### src/rtl/axi3_rw_arbiter_if.sv
// AXI3 channel bundle used for both upstream cache ports and the downstream port.
// The master modport drives AR/AW/W and the R/B readies; the slave modport drives the rest.
interface axi3_rw_arbiter_if #(
    parameter int ADDR_W = 32,
    parameter int DATA_W = 32,
    parameter int ID_W   = 4
);
    logic [ID_W-1:0]     arid;
    logic [ADDR_W-1:0]   araddr;
    logic [3:0]          arlen;
    logic [2:0]          arsize;
    logic [1:0]          arburst;
    logic [1:0]          arlock;
    logic [3:0]          arcache;
    logic [2:0]          arprot;
    logic                arvalid;
    logic                arready;
    logic [ID_W-1:0]     rid;
    logic [DATA_W-1:0]   rdata;
    logic [1:0]          rresp;
    logic                rlast;
    logic                rvalid;
    logic                rready;
    logic [ID_W-1:0]     awid;
    logic [ADDR_W-1:0]   awaddr;
    logic [3:0]          awlen;
    logic [2:0]          awsize;
    logic [1:0]          awburst;
    logic [1:0]          awlock;
    logic [3:0]          awcache;
    logic [2:0]          awprot;
    logic                awvalid;
    logic                awready;
    logic [ID_W-1:0]     wid;
    logic [DATA_W-1:0]   wdata;
    logic [DATA_W/8-1:0] wstrb;
    logic                wlast;
    logic                wvalid;
    logic                wready;
    logic [ID_W-1:0]     bid;
    logic [1:0]          bresp;
    logic                bvalid;
    logic                bready;

    modport master (
        output arid, araddr, arlen, arsize, arburst, arlock, arcache, arprot, arvalid,
        input  arready,
        input  rid, rdata, rresp, rlast, rvalid,
        output rready,
        output awid, awaddr, awlen, awsize, awburst, awlock, awcache, awprot, awvalid,
        input  awready,
        output wid, wdata, wstrb, wlast, wvalid,
        input  wready,
        input  bid, bresp, bvalid,
        output bready
    );

    modport slave (
        input  arid, araddr, arlen, arsize, arburst, arlock, arcache, arprot, arvalid,
        output arready,
        output rid, rdata, rresp, rlast, rvalid,
        input  rready,
        input  awid, awaddr, awlen, awsize, awburst, awlock, awcache, awprot, awvalid,
        output awready,
        input  wid, wdata, wstrb, wlast, wvalid,
        output wready,
        output bid, bresp, bvalid,
        input  bready
    );
endinterface

### src/rtl/axi3_rw_arbiter.sv
// Two-master (dcache = port 0, icache = port 1) to one-slave AXI3 arbiter with independent
// round-robin read and write arbiters, one outstanding transaction per direction.
module axi3_rw_arbiter (
    input  logic              i_clk,
    input  logic              i_rst,
    axi3_rw_arbiter_if.slave  s0,
    axi3_rw_arbiter_if.slave  s1,
    axi3_rw_arbiter_if.master m,
    output logic [1:0]        o_rd_owner,
    output logic [1:0]        o_wr_owner
);
    localparam logic [1:0] R_IDLE = 2'd0;
    localparam logic [1:0] R_ADDR = 2'd1;
    localparam logic [1:0] R_DATA = 2'd2;

    localparam logic [1:0] W_IDLE = 2'd0;
    localparam logic [1:0] W_ADDR = 2'd1;
    localparam logic [1:0] W_DATA = 2'd2;
    localparam logic [1:0] W_RESP = 2'd3;

    logic [1:0] r_rd_state;
    logic [1:0] r_rd_owner;
    logic       r_rd_last;
    logic [1:0] r_wr_state;
    logic [1:0] r_wr_owner;
    logic       r_wr_last;

    logic w_rd_gnt1, w_rd_sel, w_rd_addr, w_rd_data;
    logic w_wr_gnt1, w_wr_sel, w_wr_addr, w_wr_data, w_wr_resp;

    // r_*_last holds the previous winner, so on contention the other port wins.
    assign w_rd_gnt1 = s1.arvalid & (~s0.arvalid | ~r_rd_last);
    assign w_wr_gnt1 = s1.awvalid & (~s0.awvalid | ~r_wr_last);

    assign w_rd_sel  = r_rd_owner[1];
    assign w_rd_addr = (r_rd_state == R_ADDR);
    assign w_rd_data = (r_rd_state == R_DATA);
    assign w_wr_sel  = r_wr_owner[1];
    assign w_wr_addr = (r_wr_state == W_ADDR);
    assign w_wr_data = (r_wr_state == W_DATA);
    assign w_wr_resp = (r_wr_state == W_RESP);

    // Read arbiter FSM
    always_ff @(posedge i_clk or posedge i_rst) begin
        if (i_rst) begin
            r_rd_state <= R_IDLE;
            r_rd_owner <= 2'b00;
            r_rd_last  <= 1'b1;
        end else begin
            case (r_rd_state)
                R_IDLE: if (s0.arvalid | s1.arvalid) begin
                    r_rd_owner <= w_rd_gnt1 ? 2'b10 : 2'b01;
                    r_rd_last  <= w_rd_gnt1;
                    r_rd_state <= R_ADDR;
                end
                R_ADDR: if (m.arvalid & m.arready) r_rd_state <= R_DATA;
                R_DATA: if (m.rvalid & m.rready & m.rlast) begin
                    r_rd_state <= R_IDLE;
                    r_rd_owner <= 2'b00;
                end
                default: begin
                    r_rd_state <= R_IDLE;
                    r_rd_owner <= 2'b00;
                end
            endcase
        end
    end

    // Write arbiter FSM
    always_ff @(posedge i_clk or posedge i_rst) begin
        if (i_rst) begin
            r_wr_state <= W_IDLE;
            r_wr_owner <= 2'b00;
            r_wr_last  <= 1'b1;
        end else begin
            case (r_wr_state)
                W_IDLE: if (s0.awvalid | s1.awvalid) begin
                    r_wr_owner <= w_wr_gnt1 ? 2'b10 : 2'b01;
                    r_wr_last  <= w_wr_gnt1;
                    r_wr_state <= W_ADDR;
                end
                W_ADDR: if (m.awvalid & m.awready) r_wr_state <= W_DATA;
                W_DATA: if (m.wvalid & m.wready & m.wlast) r_wr_state <= W_RESP;
                W_RESP: if (m.bvalid & m.bready) begin
                    r_wr_state <= W_IDLE;
                    r_wr_owner <= 2'b00;
                end
                default: begin
                    r_wr_state <= W_IDLE;
                    r_wr_owner <= 2'b00;
                end
            endcase
        end
    end

    assign o_rd_owner = r_rd_owner;
    assign o_wr_owner = r_wr_owner;

    // Payloads follow the registered owner; with no owner they follow port 0.
    assign m.arid    = w_rd_sel ? s1.arid    : s0.arid;
    assign m.araddr  = w_rd_sel ? s1.araddr  : s0.araddr;
    assign m.arlen   = w_rd_sel ? s1.arlen   : s0.arlen;
    assign m.arsize  = w_rd_sel ? s1.arsize  : s0.arsize;
    assign m.arburst = w_rd_sel ? s1.arburst : s0.arburst;
    assign m.arlock  = w_rd_sel ? s1.arlock  : s0.arlock;
    assign m.arcache = w_rd_sel ? s1.arcache : s0.arcache;
    assign m.arprot  = w_rd_sel ? s1.arprot  : s0.arprot;
    assign m.arvalid = w_rd_addr & (w_rd_sel ? s1.arvalid : s0.arvalid);
    assign s0.arready = w_rd_addr & r_rd_owner[0] & m.arready;
    assign s1.arready = w_rd_addr & r_rd_owner[1] & m.arready;

    assign s0.rid   = m.rid;
    assign s0.rdata = m.rdata;
    assign s0.rresp = m.rresp;
    assign s0.rlast = m.rlast;
    assign s1.rid   = m.rid;
    assign s1.rdata = m.rdata;
    assign s1.rresp = m.rresp;
    assign s1.rlast = m.rlast;
    assign s0.rvalid = w_rd_data & r_rd_owner[0] & m.rvalid;
    assign s1.rvalid = w_rd_data & r_rd_owner[1] & m.rvalid;
    assign m.rready  = w_rd_data & (w_rd_sel ? s1.rready : s0.rready);

    assign m.awid    = w_wr_sel ? s1.awid    : s0.awid;
    assign m.awaddr  = w_wr_sel ? s1.awaddr  : s0.awaddr;
    assign m.awlen   = w_wr_sel ? s1.awlen   : s0.awlen;
    assign m.awsize  = w_wr_sel ? s1.awsize  : s0.awsize;
    assign m.awburst = w_wr_sel ? s1.awburst : s0.awburst;
    assign m.awlock  = w_wr_sel ? s1.awlock  : s0.awlock;
    assign m.awcache = w_wr_sel ? s1.awcache : s0.awcache;
    assign m.awprot  = w_wr_sel ? s1.awprot  : s0.awprot;
    assign m.awvalid = w_wr_addr & (w_wr_sel ? s1.awvalid : s0.awvalid);
    assign s0.awready = w_wr_addr & r_wr_owner[0] & m.awready;
    assign s1.awready = w_wr_addr & r_wr_owner[1] & m.awready;

    // Early write data from a master stalls here until its AW has been accepted.
    assign m.wid    = w_wr_sel ? s1.wid   : s0.wid;
    assign m.wdata  = w_wr_sel ? s1.wdata : s0.wdata;
    assign m.wstrb  = w_wr_sel ? s1.wstrb : s0.wstrb;
    assign m.wlast  = w_wr_sel ? s1.wlast : s0.wlast;
    assign m.wvalid = w_wr_data & (w_wr_sel ? s1.wvalid : s0.wvalid);
    assign s0.wready = w_wr_data & r_wr_owner[0] & m.wready;
    assign s1.wready = w_wr_data & r_wr_owner[1] & m.wready;

    assign s0.bid   = m.bid;
    assign s0.bresp = m.bresp;
    assign s1.bid   = m.bid;
    assign s1.bresp = m.bresp;
    assign s0.bvalid = w_wr_resp & r_wr_owner[0] & m.bvalid;
    assign s1.bvalid = w_wr_resp & r_wr_owner[1] & m.bvalid;
    assign m.bready  = w_wr_resp & (w_wr_sel ? s1.bready : s0.bready);
endmodule

### src/flat_wrapper.sv
// flat-port wrapper written by rule: the top's interface ports become plain ports
module axi3_rw_arbiter_flat 
  (i_clk, i_rst, o_rd_owner, o_wr_owner, s0_arid, s0_araddr, s0_arlen, s0_arsize, s0_arburst, s0_arlock, s0_arcache, s0_arprot, s0_arvalid, s0_arready, s0_rid, s0_rdata, s0_rresp, s0_rlast, s0_rvalid, s0_rready, s0_awid, s0_awaddr, s0_awlen, s0_awsize, s0_awburst, s0_awlock, s0_awcache, s0_awprot, s0_awvalid, s0_awready, s0_wid, s0_wdata, s0_wstrb, s0_wlast, s0_wvalid, s0_wready, s0_bid, s0_bresp, s0_bvalid, s0_bready, s1_arid, s1_araddr, s1_arlen, s1_arsize, s1_arburst, s1_arlock, s1_arcache, s1_arprot, s1_arvalid, s1_arready, s1_rid, s1_rdata, s1_rresp, s1_rlast, s1_rvalid, s1_rready, s1_awid, s1_awaddr, s1_awlen, s1_awsize, s1_awburst, s1_awlock, s1_awcache, s1_awprot, s1_awvalid, s1_awready, s1_wid, s1_wdata, s1_wstrb, s1_wlast, s1_wvalid, s1_wready, s1_bid, s1_bresp, s1_bvalid, s1_bready, m_arid, m_araddr, m_arlen, m_arsize, m_arburst, m_arlock, m_arcache, m_arprot, m_arvalid, m_arready, m_rid, m_rdata, m_rresp, m_rlast, m_rvalid, m_rready, m_awid, m_awaddr, m_awlen, m_awsize, m_awburst, m_awlock, m_awcache, m_awprot, m_awvalid, m_awready, m_wid, m_wdata, m_wstrb, m_wlast, m_wvalid, m_wready, m_bid, m_bresp, m_bvalid, m_bready);
  axi3_rw_arbiter_if s0_i ();
  axi3_rw_arbiter_if s1_i ();
  axi3_rw_arbiter_if m_i ();
  input  logic i_clk;
  input  logic i_rst;
  output logic [1:0] o_rd_owner;
  output logic [1:0] o_wr_owner;
  input wire logic [$bits(s0_i.arid)-1:0] s0_arid;
  input wire logic [$bits(s0_i.araddr)-1:0] s0_araddr;
  input wire logic [$bits(s0_i.arlen)-1:0] s0_arlen;
  input wire logic [$bits(s0_i.arsize)-1:0] s0_arsize;
  input wire logic [$bits(s0_i.arburst)-1:0] s0_arburst;
  input wire logic [$bits(s0_i.arlock)-1:0] s0_arlock;
  input wire logic [$bits(s0_i.arcache)-1:0] s0_arcache;
  input wire logic [$bits(s0_i.arprot)-1:0] s0_arprot;
  input wire logic [$bits(s0_i.arvalid)-1:0] s0_arvalid;
  output wire logic [$bits(s0_i.arready)-1:0] s0_arready;
  output wire logic [$bits(s0_i.rid)-1:0] s0_rid;
  output wire logic [$bits(s0_i.rdata)-1:0] s0_rdata;
  output wire logic [$bits(s0_i.rresp)-1:0] s0_rresp;
  output wire logic [$bits(s0_i.rlast)-1:0] s0_rlast;
  output wire logic [$bits(s0_i.rvalid)-1:0] s0_rvalid;
  input wire logic [$bits(s0_i.rready)-1:0] s0_rready;
  input wire logic [$bits(s0_i.awid)-1:0] s0_awid;
  input wire logic [$bits(s0_i.awaddr)-1:0] s0_awaddr;
  input wire logic [$bits(s0_i.awlen)-1:0] s0_awlen;
  input wire logic [$bits(s0_i.awsize)-1:0] s0_awsize;
  input wire logic [$bits(s0_i.awburst)-1:0] s0_awburst;
  input wire logic [$bits(s0_i.awlock)-1:0] s0_awlock;
  input wire logic [$bits(s0_i.awcache)-1:0] s0_awcache;
  input wire logic [$bits(s0_i.awprot)-1:0] s0_awprot;
  input wire logic [$bits(s0_i.awvalid)-1:0] s0_awvalid;
  output wire logic [$bits(s0_i.awready)-1:0] s0_awready;
  input wire logic [$bits(s0_i.wid)-1:0] s0_wid;
  input wire logic [$bits(s0_i.wdata)-1:0] s0_wdata;
  input wire logic [$bits(s0_i.wstrb)-1:0] s0_wstrb;
  input wire logic [$bits(s0_i.wlast)-1:0] s0_wlast;
  input wire logic [$bits(s0_i.wvalid)-1:0] s0_wvalid;
  output wire logic [$bits(s0_i.wready)-1:0] s0_wready;
  output wire logic [$bits(s0_i.bid)-1:0] s0_bid;
  output wire logic [$bits(s0_i.bresp)-1:0] s0_bresp;
  output wire logic [$bits(s0_i.bvalid)-1:0] s0_bvalid;
  input wire logic [$bits(s0_i.bready)-1:0] s0_bready;
  input wire logic [$bits(s1_i.arid)-1:0] s1_arid;
  input wire logic [$bits(s1_i.araddr)-1:0] s1_araddr;
  input wire logic [$bits(s1_i.arlen)-1:0] s1_arlen;
  input wire logic [$bits(s1_i.arsize)-1:0] s1_arsize;
  input wire logic [$bits(s1_i.arburst)-1:0] s1_arburst;
  input wire logic [$bits(s1_i.arlock)-1:0] s1_arlock;
  input wire logic [$bits(s1_i.arcache)-1:0] s1_arcache;
  input wire logic [$bits(s1_i.arprot)-1:0] s1_arprot;
  input wire logic [$bits(s1_i.arvalid)-1:0] s1_arvalid;
  output wire logic [$bits(s1_i.arready)-1:0] s1_arready;
  output wire logic [$bits(s1_i.rid)-1:0] s1_rid;
  output wire logic [$bits(s1_i.rdata)-1:0] s1_rdata;
  output wire logic [$bits(s1_i.rresp)-1:0] s1_rresp;
  output wire logic [$bits(s1_i.rlast)-1:0] s1_rlast;
  output wire logic [$bits(s1_i.rvalid)-1:0] s1_rvalid;
  input wire logic [$bits(s1_i.rready)-1:0] s1_rready;
  input wire logic [$bits(s1_i.awid)-1:0] s1_awid;
  input wire logic [$bits(s1_i.awaddr)-1:0] s1_awaddr;
  input wire logic [$bits(s1_i.awlen)-1:0] s1_awlen;
  input wire logic [$bits(s1_i.awsize)-1:0] s1_awsize;
  input wire logic [$bits(s1_i.awburst)-1:0] s1_awburst;
  input wire logic [$bits(s1_i.awlock)-1:0] s1_awlock;
  input wire logic [$bits(s1_i.awcache)-1:0] s1_awcache;
  input wire logic [$bits(s1_i.awprot)-1:0] s1_awprot;
  input wire logic [$bits(s1_i.awvalid)-1:0] s1_awvalid;
  output wire logic [$bits(s1_i.awready)-1:0] s1_awready;
  input wire logic [$bits(s1_i.wid)-1:0] s1_wid;
  input wire logic [$bits(s1_i.wdata)-1:0] s1_wdata;
  input wire logic [$bits(s1_i.wstrb)-1:0] s1_wstrb;
  input wire logic [$bits(s1_i.wlast)-1:0] s1_wlast;
  input wire logic [$bits(s1_i.wvalid)-1:0] s1_wvalid;
  output wire logic [$bits(s1_i.wready)-1:0] s1_wready;
  output wire logic [$bits(s1_i.bid)-1:0] s1_bid;
  output wire logic [$bits(s1_i.bresp)-1:0] s1_bresp;
  output wire logic [$bits(s1_i.bvalid)-1:0] s1_bvalid;
  input wire logic [$bits(s1_i.bready)-1:0] s1_bready;
  output wire logic [$bits(m_i.arid)-1:0] m_arid;
  output wire logic [$bits(m_i.araddr)-1:0] m_araddr;
  output wire logic [$bits(m_i.arlen)-1:0] m_arlen;
  output wire logic [$bits(m_i.arsize)-1:0] m_arsize;
  output wire logic [$bits(m_i.arburst)-1:0] m_arburst;
  output wire logic [$bits(m_i.arlock)-1:0] m_arlock;
  output wire logic [$bits(m_i.arcache)-1:0] m_arcache;
  output wire logic [$bits(m_i.arprot)-1:0] m_arprot;
  output wire logic [$bits(m_i.arvalid)-1:0] m_arvalid;
  input wire logic [$bits(m_i.arready)-1:0] m_arready;
  input wire logic [$bits(m_i.rid)-1:0] m_rid;
  input wire logic [$bits(m_i.rdata)-1:0] m_rdata;
  input wire logic [$bits(m_i.rresp)-1:0] m_rresp;
  input wire logic [$bits(m_i.rlast)-1:0] m_rlast;
  input wire logic [$bits(m_i.rvalid)-1:0] m_rvalid;
  output wire logic [$bits(m_i.rready)-1:0] m_rready;
  output wire logic [$bits(m_i.awid)-1:0] m_awid;
  output wire logic [$bits(m_i.awaddr)-1:0] m_awaddr;
  output wire logic [$bits(m_i.awlen)-1:0] m_awlen;
  output wire logic [$bits(m_i.awsize)-1:0] m_awsize;
  output wire logic [$bits(m_i.awburst)-1:0] m_awburst;
  output wire logic [$bits(m_i.awlock)-1:0] m_awlock;
  output wire logic [$bits(m_i.awcache)-1:0] m_awcache;
  output wire logic [$bits(m_i.awprot)-1:0] m_awprot;
  output wire logic [$bits(m_i.awvalid)-1:0] m_awvalid;
  input wire logic [$bits(m_i.awready)-1:0] m_awready;
  output wire logic [$bits(m_i.wid)-1:0] m_wid;
  output wire logic [$bits(m_i.wdata)-1:0] m_wdata;
  output wire logic [$bits(m_i.wstrb)-1:0] m_wstrb;
  output wire logic [$bits(m_i.wlast)-1:0] m_wlast;
  output wire logic [$bits(m_i.wvalid)-1:0] m_wvalid;
  input wire logic [$bits(m_i.wready)-1:0] m_wready;
  input wire logic [$bits(m_i.bid)-1:0] m_bid;
  input wire logic [$bits(m_i.bresp)-1:0] m_bresp;
  input wire logic [$bits(m_i.bvalid)-1:0] m_bvalid;
  output wire logic [$bits(m_i.bready)-1:0] m_bready;
  assign s0_i.arid = s0_arid;
  assign s0_i.araddr = s0_araddr;
  assign s0_i.arlen = s0_arlen;
  assign s0_i.arsize = s0_arsize;
  assign s0_i.arburst = s0_arburst;
  assign s0_i.arlock = s0_arlock;
  assign s0_i.arcache = s0_arcache;
  assign s0_i.arprot = s0_arprot;
  assign s0_i.arvalid = s0_arvalid;
  assign s0_arready = s0_i.arready;
  assign s0_rid = s0_i.rid;
  assign s0_rdata = s0_i.rdata;
  assign s0_rresp = s0_i.rresp;
  assign s0_rlast = s0_i.rlast;
  assign s0_rvalid = s0_i.rvalid;
  assign s0_i.rready = s0_rready;
  assign s0_i.awid = s0_awid;
  assign s0_i.awaddr = s0_awaddr;
  assign s0_i.awlen = s0_awlen;
  assign s0_i.awsize = s0_awsize;
  assign s0_i.awburst = s0_awburst;
  assign s0_i.awlock = s0_awlock;
  assign s0_i.awcache = s0_awcache;
  assign s0_i.awprot = s0_awprot;
  assign s0_i.awvalid = s0_awvalid;
  assign s0_awready = s0_i.awready;
  assign s0_i.wid = s0_wid;
  assign s0_i.wdata = s0_wdata;
  assign s0_i.wstrb = s0_wstrb;
  assign s0_i.wlast = s0_wlast;
  assign s0_i.wvalid = s0_wvalid;
  assign s0_wready = s0_i.wready;
  assign s0_bid = s0_i.bid;
  assign s0_bresp = s0_i.bresp;
  assign s0_bvalid = s0_i.bvalid;
  assign s0_i.bready = s0_bready;
  assign s1_i.arid = s1_arid;
  assign s1_i.araddr = s1_araddr;
  assign s1_i.arlen = s1_arlen;
  assign s1_i.arsize = s1_arsize;
  assign s1_i.arburst = s1_arburst;
  assign s1_i.arlock = s1_arlock;
  assign s1_i.arcache = s1_arcache;
  assign s1_i.arprot = s1_arprot;
  assign s1_i.arvalid = s1_arvalid;
  assign s1_arready = s1_i.arready;
  assign s1_rid = s1_i.rid;
  assign s1_rdata = s1_i.rdata;
  assign s1_rresp = s1_i.rresp;
  assign s1_rlast = s1_i.rlast;
  assign s1_rvalid = s1_i.rvalid;
  assign s1_i.rready = s1_rready;
  assign s1_i.awid = s1_awid;
  assign s1_i.awaddr = s1_awaddr;
  assign s1_i.awlen = s1_awlen;
  assign s1_i.awsize = s1_awsize;
  assign s1_i.awburst = s1_awburst;
  assign s1_i.awlock = s1_awlock;
  assign s1_i.awcache = s1_awcache;
  assign s1_i.awprot = s1_awprot;
  assign s1_i.awvalid = s1_awvalid;
  assign s1_awready = s1_i.awready;
  assign s1_i.wid = s1_wid;
  assign s1_i.wdata = s1_wdata;
  assign s1_i.wstrb = s1_wstrb;
  assign s1_i.wlast = s1_wlast;
  assign s1_i.wvalid = s1_wvalid;
  assign s1_wready = s1_i.wready;
  assign s1_bid = s1_i.bid;
  assign s1_bresp = s1_i.bresp;
  assign s1_bvalid = s1_i.bvalid;
  assign s1_i.bready = s1_bready;
  assign m_arid = m_i.arid;
  assign m_araddr = m_i.araddr;
  assign m_arlen = m_i.arlen;
  assign m_arsize = m_i.arsize;
  assign m_arburst = m_i.arburst;
  assign m_arlock = m_i.arlock;
  assign m_arcache = m_i.arcache;
  assign m_arprot = m_i.arprot;
  assign m_arvalid = m_i.arvalid;
  assign m_i.arready = m_arready;
  assign m_i.rid = m_rid;
  assign m_i.rdata = m_rdata;
  assign m_i.rresp = m_rresp;
  assign m_i.rlast = m_rlast;
  assign m_i.rvalid = m_rvalid;
  assign m_rready = m_i.rready;
  assign m_awid = m_i.awid;
  assign m_awaddr = m_i.awaddr;
  assign m_awlen = m_i.awlen;
  assign m_awsize = m_i.awsize;
  assign m_awburst = m_i.awburst;
  assign m_awlock = m_i.awlock;
  assign m_awcache = m_i.awcache;
  assign m_awprot = m_i.awprot;
  assign m_awvalid = m_i.awvalid;
  assign m_i.awready = m_awready;
  assign m_wid = m_i.wid;
  assign m_wdata = m_i.wdata;
  assign m_wstrb = m_i.wstrb;
  assign m_wlast = m_i.wlast;
  assign m_wvalid = m_i.wvalid;
  assign m_i.wready = m_wready;
  assign m_i.bid = m_bid;
  assign m_i.bresp = m_bresp;
  assign m_i.bvalid = m_bvalid;
  assign m_bready = m_i.bready;
  axi3_rw_arbiter u_core (.i_clk(i_clk), .i_rst(i_rst), .s0(s0_i), .s1(s1_i), .m(m_i), .o_rd_owner(o_rd_owner), .o_wr_owner(o_wr_owner));
endmodule
### config.mk
export PLATFORM = sky130hd
export DESIGN_NAME = axi3_rw_arbiter_flat
export DESIGN_NICKNAME = d
export VERILOG_FILES = /design/src/rtl/axi3_rw_arbiter_if.sv /design/src/rtl/axi3_rw_arbiter.sv /design/src/flat_wrapper.sv
export SDC_FILE = /design/constraint.sdc
export NUM_CORES = 1
export LEC_CHECK = 0
export ABC_CLOCK_PERIOD_IN_PS = 3900
export CAP_MARGIN = 0
export CORE_AREA = 2 2 240 242
export DETAILED_ROUTE_END_ITERATION = 6
export DIE_AREA = 0 0 242 244
export DONT_BUFFER_PORTS = 1
export MAX_ROUTING_LAYER = met4
export SLEW_MARGIN = 10
export SYNTH_ARGS = -nofsm -noshare
export SYNTH_HDL_FRONTEND = slang
export SYNTH_SLANG_ARGS = --single-unit
### constraint.sdc
create_clock -name i_clk -period 3.9 [get_ports i_clk]
set_clock_uncertainty 0.2 [all_clocks]
set_input_delay 0.78 -clock i_clk [delete_from_list [all_inputs] [get_ports i_clk]]
set_output_delay 0.78 -clock i_clk [all_outputs]
set_load 0.02 [all_outputs]
==> impl_results.md, run 1 <==
* First-pass GRT wire length at around 30000 um
* CTS tree: yes
* RSZ-0062 raised after global routing: false
* Clock root cell: clkbuf_16
* GRT Total Usage at 0.08195
* Final Max Tran Viols at 0
* Synth Area in Compound Gates at 0.04160
* Synth Cell Area at roughly 3200 um2
* CP Capture Type: primary output
* CORE AREA at around 56000 um2
* VDD IR max at 0.4255 mV
* FFs w/ async S/R, synth at 1.000
* Worst hold path class: input pin to async pin
* Die ar. at just under 60000 um2
* Design area at 3521 um2
* Initial antenna violation count at 43
* Yosys top cell by area: mux2_2
* Vias at between 2000 and 3000
* Startpoint Class: flip-flop
* Met2 WL post-DR at between 10000 and 15000 um
* Wirelength, routed at ~26000 um
* Synth Flop Type: dfrtp_1
* CTS Hold Bufs at 0
* Leak at between 0.9 and 1 nW
* Routed vias/inst at roughly 2.6
* Fill count at around 6600
* Die height at approximately 240 um
* Post-Synth Simple-Gate Area at 0.06319
* Setup total negative slack at 0 ns
* Average cell area after synthesis at roughly 9.4 um2
* Max-cap violations at 0
* Met3 wire len at 2648 um
* Area after DPL at 3408 um2
* PostCTS Resize Cnt at 0
* Largest net degree at the start of global routing at between 50 and 60
* Clock tree sinks at 10
* Largest family of logic cells by synthesized area: multiplexers
* Maximum clock path buffer count at 2
* Clock Pin Slew Worst Setup and Hold Paths at approximately 0.050 ns
* Final setup viols at 0
* Fmax at around 330 MHz
* Boundary pin count at 618
* WL/cell at roughly 26 um
* Pre-antenna DRT Iters at 6
* Die width at roughly 240 um
* Hpwl dp at between 20000 and 25000 um
* Postcts setup bufs at 0
* Post-synthesis register bit count at 10
* XOR/XNOR share of the synthesized area at 0
* Yosys warning total at 0
* Most frequent cell after synthesis: mux2_2
* Starting DRT DRC Count at 108
* Final nets at 603
* GP Congestion at about 0.93
* Worst EP required at just under 3 ns
* CTS H-tree lvls at 1
* Post-synth EDFFs at 0
* Top layer in use: met4
* Initial Util at 0.05676
* Final ANT Viol Nets at 0
* Post-synthesis mux area share at 0.5534
* M1 WL at between 8000 and 9000 um
* Mapped Nets at 702
* Port Buffers at 0
* Fin crit share at 0.7742
* Share of Yosys cell area claimed by the top area cell type at 0.5369
* Area delta synth->final at 10.44%
* Synth top cells by count: mux2_2 (152), buf_4 (90), buf_2 (17)
* Worst-path maximum fanout at between 50 and 60
* Final Hold Vio Count at 0
* Rows at between 80 and 90
* Critical path class: flip-flop to primary output
* Leading post-synthesis cells by cell area: mux2_2 (54%), buf_4 (21%), dfrtp_1 (6.3%)
* Slew @ Worst Pin at about 0.74 ns
* Relative slew slack at 0.5068
* CTS buffer count at 3
* Yosys cell types at 29
* Vias in the first global route at 2620
* Critical Path AT at 2.04 ns
* DRC viols at 0
* Post-synthesis sequential area ratio at 0.07928
* Final global-route overflow total at 0
* Outcome: finished, final reports clean
* Adder-cell area share of the yosys netlist at 0.01570
* Post-Syn Instances at approximately 340
* Clk_lat worst skew at 0.25 ns
* Share of cells above drive strength 1 at 0.7046
* Minimum clock period at about 3.0 ns
* Pwr dens at 693.3 nW/um2
## cell usage in the layout, fill, tap and decap left out
cell       instances
and3_1            11
o21ai_0            1
o2bb2ai_1          3
nor2b_1            5
a211oi_1           1
dfrtp_1            6
nor3_1             3
a41oi_1            1
ha_1               4
nand2b_1           4
or3b_2             1
nor2_1             5
a21oi_1            7
diode_2           15
nand2_1            3
and4b_1            1
a221oi_2           1
o211ai_2           1
o31ai_1            1
clkbuf_16          3
mux2_1             2
dfstp_2            2
a2bb2oi_1          1
and2_1             2
dfrtp_4            1
dfrtp_2            1
inv_1              5
mux2_2           152
a31oi_1            1
buf_4              5
mux2i_1            3
## where the power goes
part	switching, mW	leakage (nW)	internal, mW	total, mW
logic	1.19	0.824	0.711	1.90
clock network	0.0597	0.0371	0.134	0.194
registers	0.176	0.115	0.168	0.344
total	1.43	0.977	1.01	2.44
## per-layer routing
layer	vias up	track usage
met3	100	0.02480
met4	0	0.04230
met5	-	-
met2	496	0.1547
met1	1088	0.07385
li1	924	-
## cells by family after synthesis
family,after synthesis
mux,157
simple gates,35
flops,10
buf+inv,114
compound gates,18
fa+ha+maj,4
## path summary, 6_finish.rpt
| check | cells after the start | slack [ns] | end | from |
|---|---|---|---|---|
| setup / recovery | 2 | 0.88 | m_wid[0] | u_core.o_wr_owner[1] |
| hold / removal | 1 | 0.31 | u_core.r_rd_state[0] | i_rst |
| setup reg to reg | 4 | 1.49 | u_core.r_wr_state[1] | u_core.o_wr_owner[1] |
| hold reg to reg | 2 | 0.33 | u_core.r_rd_last | u_core.r_rd_last |
| max in group asynchronous | 1 | 2.69 | u_core.o_wr_owner[1] | i_rst |
| min in group i_clk | 2 | 0.33 | u_core.r_rd_last | u_core.r_rd_last |
## metrics by stage
| step | cells | worst slack [ns] | utilization | hold slack (ns) | power [mW] |
|---|---|---|---|---|---|
| 5_1_grt | 1004 | 0.8042 | 0.06251 | 0.3471 | 2.543 |
| 3_5_place_dp | 990 | 1.124 | 0.06068 | 0.3272 | 2.250 |
| 6_report | 1008 | 0.8805 | 0.06268 | 0.3091 | 2.441 |
| 4_1_cts | 993 | 0.8512 | 0.06202 | 0.3215 | 2.462 |
| 3_3_place_gp | 990 | 1.172 | 0.06068 | 0.2956 | 2.221 |
| 2_1_floorplan | 338 | 1.461 | - | 0.2866 | 2.091 |
## registers in the layout (all words and copies together), names as in the netlist
register and count:
u_core.o_wr_owner 2, u_core.r_wr_last 1, u_core.r_rd_last 1, u_core.r_rd_state 2, u_core.r_wr_state 2, u_core.o_rd_owner 2
## area by class of cell
cell class / instances / area (um2) / area share
antenna: 15 / 37.54 / 0.01066
inverter: 5 / 18.77 / 0.005330
tap: 756 / 945.9 / 0.2687
timing repair buffer: 5 / 37.54 / 0.01066
sequential: 10 / 257.7 / 0.07321
clock buffer: 3 / 75.07 / 0.02132
multi-input combinational: 214 / 2148 / 0.6102
## critical path, cell delays in order, from the launching register on
cell,delay (ns)
dfrtp_4,0.89
buf_4,0.43
mux2_2,0.44
No activity file was read; power rests on OpenSTA's default activity.
==> run 2: changes to the inputs <==
--- a/config.mk
+++ b/config.mk
@@ -5,7 +5,7 @@
 export SDC_FILE = /design/constraint.sdc
 export NUM_CORES = 1
 export LEC_CHECK = 0
-export ABC_CLOCK_PERIOD_IN_PS = 3900
+export ABC_CLOCK_PERIOD_IN_PS = 3000
 export CAP_MARGIN = 0
 export CORE_AREA = 2 2 240 242
 export DETAILED_ROUTE_END_ITERATION = 6
==> constraint.sdc (replaced) <==
create_clock -name i_clk -period 3 [get_ports i_clk]
set_clock_uncertainty 0.2 [all_clocks]
set_input_delay 0.6 -clock i_clk [delete_from_list [all_inputs] [get_ports i_clk]]
set_output_delay 0.6 -clock i_clk [all_outputs]
set_load 0.02 [all_outputs]
==> run 2 against run 1 <==
Net effect:
- flip-flop and latch count is the same
- count of clock-buffer cells in the layout is the same
- final cell count grew 0.60%
- via count shrank 1.9%
- power grew 29%
- first-iteration DRC count shrank 35%
- sequential share of layout area shrank 0.098 points
- routed wire length shrank 0.54%
- critical path type unchanged
- critical endpoint is now m_wdata[30]
- largest cell class unchanged
- largest power group unchanged
==> impl_results.md, run 2 (synthesis results as in run 1) <==
* Fill count at around 6600
* Minimum clock period at approximately 2.6 ns
* Slowest cell on crit path: dfrtp_4
* Startpoint Class: flip-flop
* Post-Layout Cell Count at approximately 1000
* Max-cap violations at 0
* Clock root cell: clkbuf_16
* Outcome: finished, final reports clean
* GP Congestion at between 0.9 and 1
* Final Hold Vio Count at 0
* Clock Pin Slew Worst Setup and Hold Paths at around 0.050 ns
* Pre-antenna DRT Iters at 4
* CTS buffer count at 3
* Hpwl dp at approximately 24000 um
* Wirelength, routed at about 26000 um
* Initial Util at 0.05676
* Final nets at approximately 600
* Share of cells above drive strength 1 at 0.7034
* Vias in the first global route at around 2600
* Area delta synth->final at 11.93%
* Worst-path maximum fanout at 39
* Final ANT Viol Nets at 0
* Critical path class: flip-flop to primary output
* Largest net degree at the start of global routing at 40
* Final global-route overflow total at 0
* Fin crit share at 0.8690
* Leak at 0.9833 nW
* Fmax at approximately 380 MHz
* First-pass GRT wire length at a little under 30000 um
* Port Buffers at 0
* Postcts setup bufs at 0
* Final Max Tran Viols at 0
* WL/cell at 25.39 um
* Slew @ Worst Pin at 0.6731 ns
* Most common cell after layout, fill and taps aside: mux2_2
* CTS H-tree lvls at 1
* DRC viols at 0
* Clock tree sinks at 10
* Setup total negative slack at 0 ns
* Routed vias/inst at approximately 2.5
* Vias at ~2600
* CP Cell Sequence: buf_12 -> mux2_2
* DP Cell Count at 989
* VDD IR max at 0.4332 mV
* Die ar. at between 50000 and 60000 um2
* Worst EP required at 2.20 ns
* Final WS setup at just under 0.4 ns
* Starting DRT DRC Count at 70
* CTS Hold Bufs at 0
* Place WS at ~0.64 ns
* GRT Total Usage at 0.08246
* Slowest Stage Delay on Critical Path at 0.81 ns
* CTS tree: yes
* Critical Path AT at 1.81 ns
* Die width at 242 um
* Maximum clock path buffer count at 2
* Commonest non-fill, non-tap cells in the layout: mux2_2 (152), and3_1 (11), a21oi_1 (7)
* Initial antenna violation count at 44
* Boundary pin count at just over 600
* PostCTS Resize Cnt at 0
* CP Capture Type: primary output
* RSZ-0062 raised after global routing: false
* Clk_lat worst skew at 0.26 ns
* Pwr dens at between 800 and 900 nW/um2
* Relative slew slack at 0.5508
* Die height at 244 um
* Worst hold path class: input pin to async pin
* Final setup viols at 0
* Rows at between 80 and 90
* CORE AREA at 56170 um2
==> run 2: cell count changes in the layout (fill, tap and decap cells not counted), sizes merged <==
cell | previous run | this run
diode | 15 | 22
buf | 5 | 4
==> run 2: area by class of cell <==
type / instances / area, um2 / share of cell area
Inverter: 5 / 18.77 / 0.005259
Sequential cell: 10 / 257.7 / 0.07223
Antenna cell: 22 / 55.05 / 0.01543
Timing Repair Buffer: 4 / 67.56 / 0.01893
Clock buffer: 3 / 75.07 / 0.02104
Multi-Input combinational cell: 214 / 2148 / 0.6020
Tap cell: 756 / 945.9 / 0.2651
==> run 2: routing by layer <==
metal | global-route usage | wire length [um] | vias up
li1 | - | - | 931
met5 | - | 0 | -
met2 | 0.1564 | 13570 | 460
met3 | 0.02634 | 2443 | 93
met4 | 0.05011 | 1982 | 0
met1 | 0.07013 | 7746 | 1074
==> run 2: power breakdown <==
group          leakage, nW  switching, mW  internal, mW
Sequential           0.115          0.249         0.218
Combinational        0.831           1.47         0.958
Clock               0.0371         0.0820         0.175
==> run 2: path summary, 6_finish.rpt <==
| path | slack (ns) | depth (start not counted) | from | endpoint |
|---|---|---|---|---|
| max | 0.39 | 2 | u_core.o_wr_owner[1] | m_wdata[30] |
| min | 0.13 | 1 | i_rst | u_core.r_rd_state[1] |
| max reg2reg | 0.81 | 3 | u_core.o_wr_owner[1] | u_core.r_wr_state[1] |
| min reg2reg | 0.32 | 2 | u_core.r_rd_last | u_core.r_rd_last |
| max in group asynchronous | 1.96 | 1 | i_rst | u_core.o_wr_owner[1] |
| min in group i_clk | 0.23 | 1 | s0_awvalid | u_core.r_wr_last |
==> run 2: critical path, delay by kind of cell (launching register included) <==
family                 cells  cell delay [ns]
buffers and inverters      1             0.28
muxes                      1             0.43
DFF                        1             0.81
==> run 2: per-stage QoR <==
stage	util	cell area [um2]	power [mW]	hold slack [ns]
2_1_floorplan	-	3188	2.718	0.2387
3_3_place_gp	0.06121	3438	2.856	0.2944
3_5_place_dp	0.06121	3438	2.902	0.3212
4_1_cts	0.06255	3513	3.190	0.1635
5_1_grt	0.06335	3558	3.318	0.1812
6_report	0.06353	3568	3.155	0.1286
==> patch: new RTL, flow settings as in run 2 <==
Set the parameter `DATA_W` of `axi3_rw_arbiter_if` to 16 (it was 32).
--- a/src/rtl/axi3_rw_arbiter_if.sv
+++ b/src/rtl/axi3_rw_arbiter_if.sv
@@ -2,7 +2,7 @@
 // The master modport drives AR/AW/W and the R/B readies; the slave modport drives the rest.
 interface axi3_rw_arbiter_if #(
     parameter int ADDR_W = 32,
-    parameter int DATA_W = 32,
+    parameter int DATA_W = 16,
     parameter int ID_W   = 4
 );
     logic [ID_W-1:0]     arid;
Interface: changed (9 resized); port bits go from 618 to 516. The function was not compared with the original's and may differ.
==> patch against run 2 <==
Maximum frequency up 3.6%; sequential cell count unchanged; synthesized cell count down 15%; total power down 8.9%; sequential share of layout area up 0.52 points; core utilization down 0.42 points; routed wire length down 0.91%; setup slack better by 91 ps; area after synthesis down 14%; cell area down 6.7%; critical endpoint is now m_wdata[3].
==> patch: results <==
{
  "setup_slack_on_the_worst_flop_to_flop_path_ps": 960,
  "netlist_top_cells_count": "134 x mux2_2, 58 x buf_4, 16 x buf_2",
  "avgRoutedWirePerCell_um": 25.7,
  "number_of_global_route_vias_before_repair": 2298,
  "first_pass_grt_wire_length_um": 29200,
  "routed-via-count": 2553,
  "grt_antenna_before_repair": 63,
  "reg2reg_from": "u_core.r_wr_state[0]$_DFFE_PP0P_",
  "finalWeightedCongestion": 1.05,
  "worst_slew_pin_slew_ps": 584,
  "place_hpwl_um": 24200,
  "placement.io_buffers": 0,
  "cts_max_path_buffers": 2,
  "postSynthNetCount": 598,
  "layout-drive-gt1-share": 0.676,
  "number_of_buffers_created_by_cts": 3,
  "gr-usage-all-layers": 0.0829,
  "design.final.nets": 530,
  "grt_start_max_net_pins": 73,
  "drtIter0Drc": 60,
  "peakVddDrop_mv": 0.615,
  "worstPathMaxFanout": 72,
  "htreeDepth": 1,
  "leading_cell_types_by_total_area_after_synthesis": "mux2_2 55%, buf_4 16%, dfrtp_1 7.3%, buf_2 2.9%, and3_1 2.5%",
  "status": "finished clean",
  "clk_root_buffer_cell": "clkbuf_16",
  "power.static_leakage_nw": 0.902,
  "yosysSeqAreaShare": 0.0924,
  "ff2ff_path_depth": 6,
  "critical_path_arrival_ps": 1720
}
## patch: changes by cell type in the layout (fill, tap and decap cells not counted), sizes merged
cell	delta
mux2	-18
diode	-3
buf	-2
## patch: logic make-up after synthesis
logic type / count (synthesis) / share of synthesized area
AND/OR/NAND/NOR: 35 / 0.0736
flip-flops: 10 / 0.0924
AO/OA/AOI/OAI: 18 / 0.0485
adder cells (fa/ha/maj): 4 / 0.0183
multiplexers: 139 / 0.571
buffers and inverters: 80 / 0.197
## patch: worst max-delay path: stages, from the launching register on
cell and delay [ps]:
dfrtp_4 560, buf_12 340, mux2_2 490
## patch: power breakdown
group	total, mW	leakage, nW	internal [mW]	switching (mW)
Sequential	0.399	0.115	0.219	0.179
Clock	0.248	0.0371	0.174	0.0744
Combinational	2.23	0.749	0.853	1.37
## patch: routing by layer
layer  routed length (um)  global-route usage
met5                    0                   -
met4                 1840              0.0307
met3                 2390              0.0237
met2                14300               0.176
met1                 6970              0.0644
## patch: area by class of cell
type                    count  area (um2)
fillers                  6639       52800
multi-input cells         196        1950
well taps                 756         946
flip-flops and latches     10         258
clock buffers               3        75.1
diodes                     19        47.5
repair buffers              2        40.0
inverters                   5        18.8
## patch: through the flow
| step | hold WS (ps) | worst slack, ps | power [mW] | cell area [um2] | std cells |
|---|---|---|---|---|---|
| after global routing | 138 | 444 | 3.02 | 3320 | 987 |
| after CTS | 121 | 486 | 2.89 | 3280 | 972 |
| after floorplan | 239 | 741 | 2.45 | 2740 | 286 |
| after global placement | 299 | 803 | 2.59 | 3210 | 969 |
| after detailed placement | 315 | 762 | 2.62 | 3210 | 969 |
| final | 89.0 | 484 | 2.87 | 3330 | 991 |
## patch: worst max-delay path by stage
stage                                startpoint      endpoint  cells past startpoint
3_5_place_dp   u_core.o_wr_owner[1]$_DFFE_PP0P_    m_wdata[3]                      2
4_1_cts        u_core.o_wr_owner[1]$_DFFE_PP0P_    m_wdata[3]                      2
6_report       u_core.o_wr_owner[1]$_DFFE_PP0P_    m_wdata[3]                      2
5_1_grt        u_core.o_rd_owner[1]$_DFFE_PP0P_   m_araddr[7]                      2
3_3_place_gp   u_core.o_wr_owner[1]$_DFFE_PP0P_    m_wdata[3]                      2
2_1_floorplan  u_core.o_rd_owner[1]$_DFFE_PP0P_  m_araddr[10]                      4
